==> src/rtl/miriscv_irq_ctrl.sv <==
// rtl/miriscv_irq_ctrl.sv - masked fixed-priority / round-robin interrupt controller
// One interrupt in flight: int_o pulse, wait for handler return, one-cycle int_fin_o acknowledge.
module miriscv_irq_ctrl #(
   parameter int N_IRQ       = 32,
   parameter int ROUND_ROBIN = 0
) (
   input  logic             clk_i,
   input  logic             rst_i,
   input  logic [N_IRQ-1:0] int_req_i,
   input  logic [N_IRQ-1:0] mie_i,
   input  logic             int_rst_i,
   output logic             int_o,
   output logic [31:0]      mcause_o,
   output logic [N_IRQ-1:0] int_fin_o
);

   typedef enum logic [1:0] {IDLE, BUSY, FIN} state_t;

   localparam logic [4:0] LAST_ID_RST = 5'(N_IRQ - 1);
   localparam logic [5:0] N_IRQ_W     = 6'(N_IRQ);

   state_t             state, state_nxt;
   logic [4:0]         id, id_nxt;
   logic [4:0]         last_id, last_id_nxt;
   logic               int_nxt;
   logic [31:0]        mcause_nxt;
   logic [N_IRQ-1:0]   fin_nxt;
   logic [31:0]        pend;
   logic [31:0]        fin_onehot;
   logic [5:0]         start;
   logic [5:0]         idx;
   logic [4:0]         win;
   logic               found;

   // Winner search walks the lines from start, wrapping at N_IRQ; first pending line wins.
   always_comb begin
      pend = '0;
      pend[N_IRQ-1:0] = int_req_i & mie_i;
      start = ((ROUND_ROBIN != 0) && (last_id != LAST_ID_RST)) ? ({1'b0, last_id} + 6'd1) : 6'd0;
      win   = '0;
      found = 1'b0;
      idx   = '0;
      for (int j = 0; j < N_IRQ; j++) begin
         idx = start + 6'(j);
         if (idx >= N_IRQ_W) begin
            idx = idx - N_IRQ_W;
         end
         if (!found && pend[idx[4:0]]) begin
            win   = idx[4:0];
            found = 1'b1;
         end
      end
   end

   assign fin_onehot = 32'd1 << id;

   always_comb begin
      state_nxt   = state;
      id_nxt      = id;
      last_id_nxt = last_id;
      int_nxt     = 1'b0;
      mcause_nxt  = mcause_o;
      fin_nxt     = '0;
      case (state)
         IDLE: begin
            if (found) begin
               id_nxt      = win;
               last_id_nxt = win;
               mcause_nxt  = {1'b1, 26'b0, win};
               int_nxt     = 1'b1;
               state_nxt   = BUSY;
            end
         end
         BUSY: begin
            if (int_rst_i) begin
               fin_nxt   = fin_onehot[N_IRQ-1:0];
               state_nxt = FIN;
            end
         end
         FIN: begin
            state_nxt = IDLE;
         end
         default: begin
            state_nxt = IDLE;
         end
      endcase
   end

   always_ff @(posedge clk_i) begin
      if (rst_i) begin
         state     <= IDLE;
         id        <= '0;
         last_id   <= LAST_ID_RST;
         int_o     <= 1'b0;
         mcause_o  <= '0;
         int_fin_o <= '0;
      end else begin
         state     <= state_nxt;
         id        <= id_nxt;
         last_id   <= last_id_nxt;
         int_o     <= int_nxt;
         mcause_o  <= mcause_nxt;
         int_fin_o <= fin_nxt;
      end
   end

endmodule

==> config.mk <==
export PLATFORM = sky130hd
export DESIGN_NAME = miriscv_irq_ctrl
export DESIGN_NICKNAME = d
export VERILOG_FILES = /design/src/rtl/miriscv_irq_ctrl.sv
export SDC_FILE = /design/constraint.sdc
export NUM_CORES = 1
export LEC_CHECK = 0
export BUFFER_PORTS_ARGS = -buffer_cell sky130_fd_sc_hd__clkbuf_2
export CORE_ASPECT_RATIO = 0.5
export CORE_MARGIN = 8
export CORE_UTILIZATION = 40
export CTS_CLUSTER_SIZE = 20
export DETAILED_ROUTE_END_ITERATION = 10
export HOLD_SLACK_MARGIN = 0.15
export MAX_ROUTING_LAYER = met4
export PLACE_DENSITY = 0.79
export SLEW_MARGIN = 20
export SYNTH_ARGS = -nofsm -noshare
export SYNTH_HDL_FRONTEND = slang
export SYNTH_SLANG_ARGS = --single-unit
==> constraint.sdc <==
create_clock -name clk_i -period 2.4 [get_ports clk_i]
set_input_delay 0.12 -clock clk_i [delete_from_list [all_inputs] [get_ports clk_i]]
set_output_delay 0.12 -clock clk_i [all_outputs]
set_load 0.01 [all_outputs]
# Word-level counts from Yosys, hierarchy flattened
# Cells that the tools add are included.
dict set report totals {
  reg_bits 46
  in_bits 67
  out_inout_bits 65
  word_cells 147
}
dict set report op_classes {
  eq_ne 3
  shift 1
  n_mux 67
  n_bitwise 4
  n_reduce_logical 67
}
# operator count
set ops {}
lappend ops {{two-way mux 5 bit} 30}
lappend ops {{two-way mux 1 bit} 34}
lappend ops {{bitwise AND 32 bit} 1}
lappend ops {{<< shifter 1 x 5 -> 32 bit, first input constant} 1}
lappend ops {{logical AND 1 bit} 31}
lappend ops {{logical NOT 1 bit} 31}
lappend ops {{two-way mux 2 bit} 2}
lappend ops {{inequality test 2 bit, second input constant} 2}
lappend ops {{case mux 2 bit (2 select lines)} 1}
lappend ops {{AND reduction 2 bit} 2}
lappend ops {{inverter 1 bit} 3}
lappend ops {{OR reduction 3 bit} 1}
lappend ops {{== test 2 x 1 -> 1 bit, second input constant} 1}
lappend ops {{logical NOT 2 bit} 1}
lappend ops {{OR reduction 2 bit} 1}

# Depth between registers and ports, before layout
dict set report depth {
  word_depth 97
  mapped_depth 6
  depth_no_buf 6
}

# Worst setup path before layout
# OpenSTA, ideal clock, no wires.
dict set report synth_path {
  path_type {input to register}
  startpoint {input port int_req_i[0]}
  endpoint {register id[0]}
  setup_ps 140
  t_arrival_ps 1626
  required_time_ps 2260
  setup_slack_ps 634
  path_stages 6
  path_buffers 0
  cell_sequence {a22oi_2 -> nand4_2 -> or3_4 -> or4_4 -> nand2_4 -> a221oi_1}
}
dict set report synth_between {
  elab_chain_cells 96
  word_cells_on_any_way 127
  classes_between {mux (63); bitwise (1); reduce/logical (63)}
}
# item line
set synth_rtl {}
lappend synth_rtl {{start: declaration} 9} ;# input logic [N_IRQ-1:0] int_req_i,
lappend synth_rtl {{bitwise AND 32 bit *} 38} ;# pend[N_IRQ-1:0] = int_req_i & mie_i;
lappend synth_rtl {{two-way mux 1 bit *} 48} ;# if (!found && pend[idx[4:0]]) begin
lappend synth_rtl {{logical NOT 1 bit} 48}
lappend synth_rtl {{logical AND 1 bit} 48}
lappend synth_rtl {{two-way mux 1 bit} 48}
lappend synth_rtl {{logical NOT 1 bit} 48}
lappend synth_rtl {{logical AND 1 bit} 48}
lappend synth_rtl {{two-way mux 1 bit} 48}
lappend synth_rtl {{(+80 left out)} n/a}
lappend synth_rtl {{two-way mux 1 bit} 48}
lappend synth_rtl {{logical NOT 1 bit} 48}
lappend synth_rtl {{logical AND 1 bit} 48}
lappend synth_rtl {{two-way mux 1 bit} 48}
lappend synth_rtl {{logical NOT 1 bit} 48}
lappend synth_rtl {{logical AND 1 bit} 48}
lappend synth_rtl {{two-way mux 1 bit} 48}
lappend synth_rtl {{AND reduction 2 bit (no line)} n/a}
lappend synth_rtl {{end signal: assignment} 99} ;# id <= id_nxt;
lappend synth_rtl {{end: declaration} 23} ;# logic [4:0] id, id_nxt;
# Every way passes the cells marked *; elsewhere a longest branch is shown, timed or not.
# A chain may end at the register's enable or synchronous reset.

# Final worst setup path
dict set report layout_path {
  startpoint {input port rst_i}
  endpoint {register int_fin_o[19]}
}
dict set report layout_between {
  elab_chain_cells 1
}
# item line
set layout_rtl {}
lappend layout_rtl {{start: declaration} 8} ;# input logic rst_i,
lappend layout_rtl {{OR reduction 3 bit (no line)} n/a}
lappend layout_rtl {{end signal: assignment} 103} ;# int_fin_o <= fin_nxt;
lappend layout_rtl {{end: declaration} 14} ;# output logic [N_IRQ-1:0] int_fin_o
# Every way passes these cells.

==> flow_metrics.env <==
export IMPL_area_delta_synth_final_pct=33.5
export IMPL_grt_max_degree=15
export IMPL_reg2regPathDepth=5
export IMPL_route_detailed_drc=0
export IMPL_post_cts_buffers=0
export IMPL_irDropWorstVdd_v=0.000229
export IMPL_critPathMaxFanout=11
export IMPL_hold_slack_ps=306
export IMPL_power_frac_clock_pct=36.1
export IMPL_htreeDepth=2
export IMPL_seq_power_share_pct=48.1
export IMPL_r2r_end="id[0]"
export IMPL_hold_viol_final=0
export IMPL_fillCellCount=419
export IMPL_busiest_layer="met2"
export IMPL_vias=1892
export IMPL_syn_area_sq_mm=0.00184
export IMPL_switchingPower_mw=0.387
export IMPL_period_needed_ps=1720
export IMPL_status="finished clean"
export IMPL_grt_setup_unrepaired="no"
export IMPL_fmax_ghz=0.580
export IMPL_holdCritPathClass="in -> reg"
export IMPL_pre_cts_ws_ps=396
export IMPL_worstReg2RegStart="state[1]"
export IMPL_n_antenna_cell=0
export IMPL_p_int_mw=1.11
export IMPL_finalInstanceArea_sq_mm=0.00246
export IMPL_grt_ovfl_total=0
export IMPL_clk_path_buf_depth=2
export IMPL_wire_per_inst_um=15.0
export IMPL_required_ps=2600
export IMPL_grt_pass1_vias=2044
export IMPL_via_per_inst=5.03
export IMPL_globalRouteMet1Util_pct=16.9
export IMPL_drive_gt1_share_pct=38.6
export IMPL_fp_dieW_um=112
export IMPL_port_buffers=105
export IMPL_slew_headroom_pct=53.0
export IMPL_cts_tree="built"
export IMPL_whs_endpoint="id[0]"
export IMPL_synthCells=209
export IMPL_die_h_um=64.0
export IMPL_use_met2_pct=28.3
export IMPL_combPwrFrac_pct=15.9
export IMPL_holdPathStages=4
export IMPL_powerDensity_mw_per_mm2=608
export IMPL_fin_crit_sh_pct=71.9
export IMPL_cts_clk_slew_worst_paths_ps=80
export IMPL_wl_um=5650
export IMPL_drtPass1Iterations=4
export IMPL_die_area_sq_mm=0.00716
export IMPL_setup_viol=0
export IMPL_cts_resized=0
export IMPL_grtUsageTotal_pct=15.6
export IMPL_grt_pass1_wl_um=9260
export IMPL_ys_ff_latch=41
export IMPL_placed_cell_area_sq_mm=0.00232
export IMPL_first_iter_violations=118
export IMPL_cts_root_buf="clkbuf_8"
export IMPL_final_max_slew_viol_count=0
export IMPL_r2r_slack_ps=770
export IMPL_grtUsageMet3_pct=4.21
export IMPL_antenna_found_initial=0
export IMPL_start_util_pct=41.8
export IMPL_hpwlAfterDp_um=4840
export IMPL_skew_ps=15.0
export IMPL_utilization_pct=55.8
export IMPL_clock_latency_ps=290
export IMPL_gp_congestion=0.892
export IMPL_numCtsBuffers=5
export IMPL_hold_buffers=2
export IMPL_synth_avg_cell_area_sq_um=8.80
export IMPL_nets=385
export IMPL_tightest_slew_ps=699
export IMPL_p_sw_share_pct=25.9
export IMPL_cap_violations=0
export IMPL_path_class="in -> reg"
export IMPL_p_leak_nw=1.18
export IMPL_cp_start_kind="input pin"
export IMPL_clock_sinks=41
export IMPL_min_from="mie_i[26]"
export IMPL_rows=17
export IMPL_yosysUniqueCellTypes=35
export IMPL_cp_arrival_ps=1930
export IMPL_core_sq_mm=0.00440
export IMPL_synth_yosys_seq_area_share_pct=44.6
export IMPL_setup_ws_ps=676
export IMPL_ioPinCount=132
export IMPL_ant_nets=0
export IMPL_setup_worst_path_end_class="flip-flop"
export IMPL_finalSetupTns_ps=0
export IMPL_yosysWarnings=0
==> power groups by stage <==
stage	registers, mW	logic (mW)	clock network (mW)
finish	0.717	0.237	0.539
global route	0.721	0.262	0.578
CTS	0.717	0.233	0.551
detailed placement	0.733	0.229	0
global placement	0.732	0.224	0
floorplan	0.724	0.159	0
==> metal layers <==
metal | wire [um] | part of all wire (%)
met1 | 2350 | 42
met5 | 0 | 0
met2 | 2890 | 51
met3 | 370 | 6.6
met4 | 35 | 0.62
==> flip-flops by register name, summed over array words and instances, names as in the netlist <==
register and flops:
int_fin_o 32, id 4, mcause_o 2, state 2, int_o 1
==> cells in the final DEF (no fill, tap or decap), types with 2 or more instances in the layout <==
cell type      netlist  final
clkbuf_2             0    105
dfxtp_1             41     41
nor2_1              31     31
conb_1               1     26
nand2_1             19     19
nor3_1              11     11
nand3_1              8      8
inv_1                7      7
a22oi_1              7      7
a211oi_1             7      7
a32oi_1              6      6
a221oi_1             5      5
a21oi_1              5      5
clkbuf_8             0      5
a22oi_2              4      4
a22o_1               4      4
nor4_1               2      2
nand2b_1             2      2
o21ai_0              2      2
dlygate4sd3_1        0      2
==> synthesized netlist by cell type <==
master / n / area share (%)
conb_1: 1 / 0.20
or4b_2: 1 / 0.54
nor3_1: 11 / 3.0
nand2_1: 19 / 3.9
a211oi_1: 7 / 2.9
dfxtp_1: 41 / 45
a32oi_1: 6 / 2.9
a31oi_1: 1 / 0.34
a21boi_0: 1 / 0.41
a221oi_1: 5 / 2.4
or3_4: 1 / 0.61
nand2b_1: 2 / 0.68
a221o_1: 1 / 0.54
clkbuf_1: 5 / 1.0
buf_4: 26 / 11
o21ai_0: 2 / 0.54
or4_4: 1 / 0.61
a21oi_1: 5 / 1.4
nor2_1: 31 / 6.3
nor4_1: 2 / 0.68
o31ai_1: 1 / 0.41
o221ai_1: 1 / 0.48
a22oi_2: 4 / 2.7
nand2_4: 1 / 0.61
nand4b_1: 1 / 0.48
o21bai_1: 1 / 0.41
a21o_1: 1 / 0.41
nand4_2: 1 / 0.68
a222oi_1: 1 / 0.54
a32o_1: 1 / 0.54
a22oi_1: 7 / 2.9
nand3_1: 8 / 2.2
inv_1: 7 / 1.4
o21ai_1: 1 / 0.27
a22o_1: 4 / 1.9
==> area by class of cell <==
| type | count | area [sq um] | area share, % |
|---|---|---|---|
| Clock buffer | 5 | 68.8 | 2.80 |
| Clock inverter | 3 | 43.8 | 1.78 |
| Inverter | 7 | 26.3 | 1.07 |
| Multi-Input combinational cell | 155 | 872 | 35.5 |
| Sequential cell | 41 | 821 | 33.4 |
| Tap cell | 57 | 71.3 | 2.90 |
| Timing Repair Buffer | 108 | 553 | 22.5 |
==> through the flow <==
stage	std cells	total power, mW
2_1_floorplan	234	0.884
3_3_place_gp	366	0.956
3_5_place_dp	366	0.962
4_1_cts	376	1.50
5_1_grt	376	1.56
6_report	376	1.49
==> worst max-delay path, stage by stage <==
cell	delay (ps)
dlygate4sd3_1	530
clkbuf_2	190
nor4_1	590
nand3_1	300
nor3_1	200
==> kinds of logic after synthesis <==
group | synth area share, %
buf+inv | 13.1
flops | 44.6
compound gates | 21.8
simple gates | 20.3
other cells | 0.204
==> how the worst max path moves through the flow <==
stage | from | to | slack, ps | cells past startpoint
detailed placement | int_req_i[0] | id[2] | 400 | 7
CTS | rst_i | int_fin_o[18] | 690 | 5
global placement | int_req_i[0] | id[2] | 460 | 7
floorplan | int_req_i[0] | id[0] | 630 | 6
finish | rst_i | int_fin_o[19] | 680 | 5
global route | rst_i | int_fin_o[18] | 560 | 5
(Power assumes the default switching activity.)
